`config.mk`:
```
export PLATFORM = sky130hd
export DESIGN_NAME = instr_fetch_unit
export DESIGN_NICKNAME = d
export VERILOG_FILES = /design/src/rtl/instr_fetch_unit_pkg.sv /design/src/rtl/fetch_queue.sv /design/src/rtl/instr_fetch_unit.sv
export SDC_FILE = /design/constraint.sdc
export NUM_CORES = 1
export LEC_CHECK = 0
export CAP_MARGIN = 10
export CORE_ASPECT_RATIO = 1.75
export CORE_UTILIZATION = 55
export DETAILED_ROUTE_END_ITERATION = 10
export GPL_ROUTABILITY_DRIVEN = 0
export PLACE_DENSITY_LB_ADDON = 0.08
export SETUP_SLACK_MARGIN = 0.2
export SLEW_MARGIN = 20
export SYNTH_ARGS = -nofsm -noshare
export SYNTH_HDL_FRONTEND = slang
export SYNTH_SLANG_ARGS = --single-unit
export TNS_END_PERCENT = 5
```
`constraint.sdc`:
```
create_clock -name clk -period 7 [get_ports clk]
set_input_delay 0.7 -clock clk [delete_from_list [all_inputs] [get_ports clk]]
set_output_delay 0.7 -clock clk [all_outputs]
set_load 0.01 [all_outputs]
```
`src/rtl/instr_fetch_unit_pkg.sv`:
```
// Shared constants, state encoding and queue entry layout for the instruction fetch unit.
// Latency and backpressure are not applicable here; these are types and constants only.
package instr_fetch_unit_pkg;

    localparam int          DEF_ADDR_W   = 5;
    localparam logic [31:0] RESET_PC_DEF = 32'h0000_0000;
    localparam logic [31:0] HALT_WORD    = 32'h0000_0000;
    localparam logic [31:0] PC_STEP      = 32'd4;

    typedef enum logic {
        FETCH  = 1'b0,
        HALTED = 1'b1
    } fetch_state_t;

    typedef struct packed {
        logic [31:0] pc;
        logic [31:0] inst;
    } fetch_entry_t;

    // Redirect targets are word aligned; the low two bits are ignored.
    function automatic logic [31:0] align_pc(input logic [31:0] pc);
        return pc & ~32'h0000_0003;
    endfunction

endpackage

```
`src/rtl/fetch_queue.sv`:
```
// Two-entry {pc, inst} FIFO between fetch and decode; the head is readable in the same cycle.
// Push on full is accepted only alongside a pop; flush overrides both push and pop.
module fetch_queue
    import instr_fetch_unit_pkg::*;
(
    input  logic         clk,
    input  logic         reset,
    input  logic         push,
    input  fetch_entry_t push_entry,
    input  logic         pop,
    input  logic         flush,
    output logic         full,
    output logic         empty,
    output fetch_entry_t head
);

    fetch_entry_t r_mem [2];
    logic         r_wr_ptr;
    logic         r_rd_ptr;
    logic [1:0]   r_count;

    logic w_do_push;
    logic w_do_pop;

    assign full  = (r_count == 2'd2);
    assign empty = (r_count == 2'd0);
    assign head  = empty ? '0 : r_mem[r_rd_ptr];

    assign w_do_pop  = pop && !empty;
    assign w_do_push = push && (!full || w_do_pop);

    always_ff @(posedge clk) begin
        if (reset) begin
            r_wr_ptr <= 1'b0;
            r_rd_ptr <= 1'b0;
            r_count  <= 2'd0;
            for (int i = 0; i < 2; i++) begin
                r_mem[i] <= '0;
            end
        end else if (flush) begin
            r_wr_ptr <= 1'b0;
            r_rd_ptr <= 1'b0;
            r_count  <= 2'd0;
        end else begin
            // When full, the write slot is the head slot being popped this cycle.
            if (w_do_push) begin
                r_mem[r_wr_ptr] <= push_entry;
                r_wr_ptr        <= ~r_wr_ptr;
            end
            if (w_do_pop) begin
                r_rd_ptr <= ~r_rd_ptr;
            end
            case ({w_do_push, w_do_pop})
                2'b10:   r_count <= r_count + 2'd1;
                2'b01:   r_count <= r_count - 2'd1;
                default: r_count <= r_count;
            endcase
        end
    end

endmodule

```
`src/rtl/instr_fetch_unit.sv`:
```
// Owns the PC and feeds decode through a 2-entry queue; one instruction per cycle when decode is ready.
// The PC holds while the queue is full; a redirect flushes the queue and a zero word halts fetch.
module instr_fetch_unit
    import instr_fetch_unit_pkg::*;
#(
    parameter int          ADDR_W   = DEF_ADDR_W,
    parameter logic [31:0] RESET_PC = RESET_PC_DEF,
    parameter int          CNT_W    = 16
) (
    input  logic              clk,
    input  logic              reset,
    output logic [ADDR_W-1:0] im_addr,
    input  logic [31:0]       im_inst,
    output logic              out_valid,
    input  logic              out_ready,
    output logic [31:0]       out_inst,
    output logic [31:0]       out_pc,
    input  logic              redirect_valid,
    input  logic [31:0]       redirect_pc,
    output logic              halted,
    output logic [CNT_W-1:0]  fetch_count
);

    logic [31:0]      r_pc;
    fetch_state_t     r_state;
    logic             r_halted;
    logic [CNT_W-1:0] r_fetch_count;

    logic         w_full;
    logic         w_empty;
    fetch_entry_t w_head;
    fetch_entry_t w_push_entry;
    logic         w_pop;
    logic         w_slot;
    logic         w_zero;
    logic         w_push;
    logic         w_halt;

    // A redirect cycle discards the pop and never pushes.
    assign w_pop  = !w_empty && out_ready && !redirect_valid;
    assign w_slot = (r_state == FETCH) && !redirect_valid && (!w_full || w_pop);
    assign w_zero = (im_inst == HALT_WORD);
    assign w_push = w_slot && !w_zero;
    assign w_halt = w_slot && w_zero;

    assign w_push_entry = '{pc: r_pc, inst: im_inst};

    fetch_queue u_queue (
        .clk        (clk),
        .reset      (reset),
        .push       (w_push),
        .push_entry (w_push_entry),
        .pop        (w_pop),
        .flush      (redirect_valid),
        .full       (w_full),
        .empty      (w_empty),
        .head       (w_head)
    );

    always_ff @(posedge clk) begin
        if (reset) begin
            r_pc          <= RESET_PC;
            r_state       <= FETCH;
            r_halted      <= 1'b0;
            r_fetch_count <= '0;
        end else if (redirect_valid) begin
            r_pc     <= align_pc(redirect_pc);
            r_state  <= FETCH;
            r_halted <= 1'b0;
        end else if (w_halt) begin
            r_state  <= HALTED;
            r_halted <= 1'b1;
        end else if (w_push) begin
            r_pc <= r_pc + PC_STEP;
            if (r_fetch_count != {CNT_W{1'b1}}) begin
                r_fetch_count <= r_fetch_count + {{(CNT_W-1){1'b0}}, 1'b1};
            end
        end
    end

    assign im_addr     = r_pc[ADDR_W+1:2];
    assign out_valid   = !w_empty;
    assign out_inst    = w_head.inst;
    assign out_pc      = w_head.pc;
    assign halted      = r_halted;
    assign fetch_count = r_fetch_count;

endmodule

```
==> results of run 1 <==
-- area by class of cell --
| type | count | area [um2] | share of cell area |
|---|---|---|---|
| sequential | 176 | 4770 | 0.443 |
| multi-input combinational | 534 | 3530 | 0.329 |
| timing repair buffer | 156 | 1540 | 0.143 |
| tap | 186 | 233 | 0.0216 |
| clock buffer | 20 | 437 | 0.0406 |
| inverter | 16 | 60.1 | 0.00558 |
| clock inverter | 12 | 184 | 0.0171 |
-- routing by layer --
layer | global-route usage | part of all wire
met1 | 0.279 | 0.38
met2 | 0.466 | 0.55
met5 | 0 | 0
met3 | 0.0304 | 0.048
met4 | 0.104 | 0.021
-- cell usage in the layout (no fill, tap or decap), types with 7 or more instances in the layout --
master           synthesis  final
o31ai_1                  7      7
xnor2_1                  8      8
or4_1                   10     10
nand3_1                 16     16
a21oi_1                 22     22
mux2i_1                 62     62
o2111ai_1                8      8
clkdlybuf4s50_1          0    149
inv_1                   14     14
o21ai_0                 10     10
nand4_1                 15     15
and2_1                 121    121
clkbuf_16                0     17
dfxtp_1                 52     51
nor4_1                  16     16
o21a_1                   7      7
a211oi_1                 8      8
edfxtp_1               124    124
nor2_1                 106    105
xor2_1                   8      8
nand2_1                 16     16
a311oi_1                13     13
or3_1                   14     14
-- stage by stage --
stage / setup WS (ns) / cell area [um2] / cells
finish: 3.44 / 10800 / 1100
global route: 3.25 / 10800 / 1100
CTS: 3.47 / 10800 / 1100
detailed placement: 3.04 / 10100 / 1068
global placement: 3.06 / 10100 / 1068
floorplan: 2.28 / 8620 / 782
-- where the power goes --
| part | switching (mW) | internal, mW | total, mW |
|---|---|---|---|
| Sequential | 0.0438 | 1.18 | 1.23 |
| Clock | 0.400 | 0.602 | 1.00 |
| Combinational | 0.112 | 0.105 | 0.217 |
| Total | 0.556 | 1.89 | 2.44 |
-- cells by family after synthesis --
group / count (synthesis) / synth area share
AND/OR/NAND/NOR: 348 / 0.226
flip-flops: 176 / 0.553
AO/OA/AOI/OAI: 99 / 0.0825
buffers and inverters: 72 / 0.0398
multiplexers: 66 / 0.0773
XOR/XNOR: 16 / 0.0163
adder cells (fa/ha/maj): 3 / 0.00436
other: 1 / 0.000435
-- sequential cells by signal (all words and copies together), names as in the netlist, named ones only --
signal,flops
u_queue.r_wr_ptr,1
halted,1
r_pc,30
fetch_count,16
u_queue.r_mem,124
u_queue.r_rd_ptr,1
u_queue.r_count,2
-- worst min path at each step --
stage                             from                 end  slack, ns  cells after the start
floorplan           u_queue.r_count[1]  u_queue.r_count[1]       0.47                      2
global placement      u_queue.r_rd_ptr            register       0.48                      2
detailed placement    u_queue.r_rd_ptr            register       0.50                      2
CTS                    fetch_count[11]     fetch_count[11]       0.51                      2
global route            fetch_count[3]      fetch_count[3]       0.54                      2
finish                 fetch_count[11]     fetch_count[11]       0.51                      2
-- tightest hold or removal path: cells and delay by family (launching register included) --
kind	cells	cell delay [ns]
DFF	1	0.34
AOI/OAI and AO/OA	2	0.13
==> run summary, run 1 <==
Status: finished clean
Largest net degree at the start of global routing: 64
Chip height: 168 um
Main synth FF type: edfxtp_1
Crit path launch: im_inst[2]
Crit path max-delay cell type: nand4_2
Hold_buf cts: 0
CP Launch Type: input pin
H-tree depth: 4
Stages on worst setup path: 9
Clk sinks: 176
Final nets: 972
Core area: 15300 um2
Port Buffers: 150
Syn Inst Count: 781
Final design utilization: 0.702
CP required: 7.34 ns
Clk buf depth: 2
Distinct cells, synth: 64
Max cap viols: 0
Pwr per Cell Area: 227 nW/um2
RSZ-0062 raised after global routing: false
# diodes: 0
First-pass GRT wire length: 31.2 mm
Critical path, cell by cell: clkdlybuf4s50_1 > nor4_1 > nand4_2 > o21ai_2 > nor2_1 > inv_2 > ha_1 > or3_1 > a21oi_1
Wire per inst: 18.0 um
Gr usage total: 0.251
Setup bufs post-CTS: 0
Initial Utilization: 0.562
Synth Register Bits: 176
Area growth, synth to finish: 24.9%
Reg2reg path depth: 7
Die ar.: 16200 um2
CTS tree: yes
Clock transition at the registers of the reported paths: 0.07 ns
Hpwl dp: 13.0 mm
Tot Pwr: 2.44 mW
CTS buffer count: 17
Leakage power: 3.67 nW
Rows: 60
ANT nets after route: 0
Starting DRC count in detailed routing: 458
Slowest stage delay, CP: 0.58 ns
R2R Path End: u_queue.r_mem[0][52]
Worst vdd ir: 0.172 mV
Initial antenna violation count: 0
DRC violations left: 0
Fin crit period: 3.56 ns
CP bufs+invs: 2
YS warnings: 0
Fin. max-slew vios: 0
Sum of negative setup slack: 0 ns
Post-cts sizing count: 0
DR vias/cell: 5.88
Critical R2R Launch: u_queue.r_count[0]
Count of final setup violators: 0
Slew HR: 0.258
WL final: 19.8 mm
Peak fanout along the critical path: 18
EDFF count, synth: 124
Layout cells sized above 1: 0.0722
Top cell type's share of synthesized area: 0.432
Clk root buf: clkbuf_16
Final Cycle Share: 0.508
Post-synth ARST share: 0
Vias in the first global route: 6504
Worst Skew: 0.0107 ns
Remaining Overflow, GRT: 0
Cells taking the most area after synthesis: edfxtp_1 (43%), dfxtp_1 (12%), and2_1 (8.8%)
Hold Slack: 0.514 ns
Vias: 6467
Syn Area/Cell: 11.0 um2
Yosys top cell by area: edfxtp_1
Endpoints failing hold: 0
Top-count cell post-synth: edfxtp_1
Post-synthesis sequential area ratio: 0.553
Crit path max-delay family: simple AND/OR/NAND/NOR gates
Synth Cell Area: 8610 um2
Reg2reg setup slack: 4.38 ns
Pre-Repair DR Iteration Count: 5
Critical path endpoint category: register
Fillers: 1136
Setup crit end: u_queue.r_count[1]
Arrival time at the worst endpoint: 3.90 ns
Top post-synthesis cells by count: edfxtp_1 (124), and2_1 (121), nor2_1 (106)
Worst slew pin tran: 1.11 ns
Max frequency: 281 MHz
Tightest Hold Check Type: reg -> reg
Num ports: 155
Clock latency on the worst-skew pair: 0.42 ns
Crit Path Class: in -> reg
Die width: 96.6 um
No activity file was read; power rests on OpenSTA's default activity.
==> inputs of run 2 (changes only) <==
- CORE_UTILIZATION: 55 -> 48
- clock period: 7 -> 2.9 ns (I/O delays scaled with it)
==> run 2 against run 1 <==
Net effect:
- non-clock buffer count increased by 17
- clock power increased by 130%
- first-iteration DRC count decreased by 50%
- sequential cell count unchanged
- via count about the same
- routed wire length increased by 3.2%
- combinational power increased to 2.6 times the previous value
- global-route usage decreased by 2.3 points
- final cell count increased by 5.6%
- highest routed layer unchanged
- register-to-register slack got worse by 3.8 ns
- setup slack got worse by 3.1 ns
- critical endpoint is now out_pc[8]
==> run summary, run 2 (synthesized netlist as in run 1, its figures left out) <==
Status: finished clean (unchanged)
Final Cycle Share: 0.888
Core area: 17500 um2 (was 15300 um2)
Num ports: 155 (unchanged)
Endpoints failing hold: 0 (unchanged)
Met2 Routed Length: 11.2 mm (was 10.9 mm)
Vias in the first global route: 6568 (was 6504)
Worst slew pin tran: 0.698 ns (was 1.11 ns)
ANT nets after route: 0 (unchanged)
Worst Skew: 0.0110 ns (was 0.0107 ns)
Slew HR: 0.534 (was 0.258)
Setup bufs post-CTS: 0 (unchanged)
Worst vdd ir: 0.461 mV (was 0.172 mV)
Stages on worst setup path: 4 (was 9)
Biggest register: u_queue.r_mem (unchanged)
Register Area: 4770 um2 (unchanged)
Wire per inst: 17.6 um (was 18.0 um)
Leakage power: 3.79 nW (was 3.67 nW)
Hpwl dp: 13.9 mm (was 13.0 mm)
Fillers: 1407 (was 1136)
Reg2reg setup slack: 0.53 ns (was 4.38 ns)
Max cap viols: 0 (unchanged)
Largest net degree at the start of global routing: 63 (was 64)
Crit path max-delay family: buffers and inverters (was simple AND/OR/NAND/NOR gates)
Final design utilization: 0.627 (was 0.702)
Tot Pwr: 5.80 mW (was 2.44 mW)
Die width: 103 um (was 96.6 um)
Remaining Overflow, GRT: 0 (unchanged)
DR WL met3: 836 um (was 955 um)
Pre-Repair DR Iteration Count: 5 (unchanged)
Initial antenna violation count: 0 (unchanged)
Count of final setup violators: 0 (unchanged)
Critical path, cell by cell: nor2_4 > buf_6 > nor2_1 > clkdlybuf4s50_1 (was clkdlybuf4s50_1 > nor4_1 > nand4_2 > o21ai_2 > nor2_1 > inv_2 > ha_1 > or3_1 > a21oi_1)
DR vias/cell: 5.57 (was 5.88)
Arrival time at the worst endpoint: 2.29 ns (was 3.90 ns)
First-pass GRT wire length: 31.9 mm (was 31.2 mm)
RSZ-0062 raised after global routing: false (unchanged)
Vias: 6469 (was 6467)
Die ar.: 18500 um2 (was 16200 um2)
WHS Path Cells: 2 (unchanged)
Rows: 64 (was 60)
Port Buffers: 150 (unchanged)
Fin crit period: 2.58 ns
Chip height: 179 um (was 168 um)
Crit Path Class: reg -> out (was in -> reg)
Starting DRC count in detailed routing: 227 (was 458)
Layout cells sized above 1: 0.0924 (was 0.0722)
Pwr per Cell Area: 528 nW/um2 (was 227 nW/um2)
Max reg flops: 124 (unchanged)
Clock latency on the worst-skew pair: 0.43 ns (was 0.42 ns)
Max frequency: 388 MHz
DRC violations left: 0 (unchanged)
Max layer used: met4 (unchanged)
Clk sinks: 176 (unchanged)
Gr usage total: 0.228 (was 0.251)
CP Launch Type: register (was input pin)
# diodes: 0 (unchanged)
Reg2reg path depth: 6 (was 7)
Commonest cells after routing, fill and taps aside: clkdlybuf4s50_1 (149), edfxtp_1 (124), and2_1 (121) (unchanged)
CP required: 2.61 ns (was 7.34 ns)
Area growth, synth to finish: 27.7% (was 24.9%)
Fin. max-slew vios: 0 (unchanged)
Clk buf depth: 2 (unchanged)
Initial Utilization: 0.491 (was 0.562)
DRT met1 WL: 7.92 mm (was 7.48 mm)
CP bufs+invs: 2 (unchanged)
CTS tree: yes (unchanged)
H-tree depth: 4 (unchanged)
Clk root buf: clkbuf_16 (unchanged)
Critical path endpoint category: primary output (was register)
Hold_buf cts: 0 (unchanged)
Slowest stage delay, CP: 0.50 ns (was 0.58 ns)
Crit path max-delay cell type: clkdlybuf4s50_1 (was nand4_2)
Final nets: 989 (was 972)
Clock transition at the registers of the reported paths: 0.07 ns (about the same)
Area of the multi-input gates: 3530 um2 (unchanged)
Leading cell type in the layout, fill and taps excluded: clkdlybuf4s50_1 (unchanged)
Tightest Hold Check Type: in -> reg (was reg -> reg)
Peak fanout along the critical path: 42 (was 18)
WL final: 20.4 mm (was 19.8 mm)
CTS buffer count: 17 (unchanged)
==> run 2: routing by layer <==
metal / vias to the layer above / global-route usage
li1: 3096 / -
met4: 0 / 0.0816
met2: 193 / 0.432
met1: 3153 / 0.245
met5: - / 0
met3: 27 / 0.0405
==> run 2: stage by stage <==
step / cells / hold slack (ns) / instance area [um2] / worst slack [ns] / TNS (ns)
5_1_grt: 1162 / 0.231 / 11000 / 0.215 / 0
2_1_floorplan: 782 / 0.445 / 8630 / 0.151 / 0
4_1_cts: 1162 / 0.172 / 11000 / 0.241 / 0
6_report: 1162 / 0.192 / 11000 / 0.324 / 0
3_3_place_gp: 1130 / 0.475 / 10400 / -0.00867 / -0.00867
3_5_place_dp: 1130 / 0.495 / 10400 / -0.0857 / -0.0857
==> run 2: cell type report <==
class                           instances  area share
Timing Repair Buffer                  173       0.158
Tap cell                              231      0.0263
Clock buffer                           22      0.0480
Inverter                               16     0.00546
Multi-Input combinational cell        534       0.321
Clock inverter                         10     0.00717
Sequential cell                       176       0.434
==> run 2: repair_timing <==
| item | CTS | global route |
|---|---|---|
| endpoints found under the setup margin | 42 | 2 |
| cloned | 0 | 0 |
| resized for setup | 1 | 0 |
| pin swaps | 0 | 1 |
==> run 2: where the power goes <==
| part | switching (mW) | internal (mW) | total [mW] |
|---|---|---|---|
| registers | 0.0958 | 2.85 | 2.95 |
| clock network | 0.983 | 1.32 | 2.30 |
| logic | 0.286 | 0.271 | 0.557 |
| total | 1.36 | 4.44 | 5.80 |
==> run 2: worst paths after layout <==
| path | from | end |
|---|---|---|
| max reg2reg | fetch_count[0] | fetch_count[12] |
| max | u_queue.r_count[0] | out_pc[8] |
| min reg2reg | fetch_count[7] | fetch_count[7] |
| min | reset | r_pc[31] |
==> inputs of run 3 (changes only) <==
- CAP_MARGIN: 10 -> 30
- CTS_CLUSTER_DIAMETER: unset -> 150
==> results of run 3 <==
Final layout, timing and power as in run 2 (identical DEF).
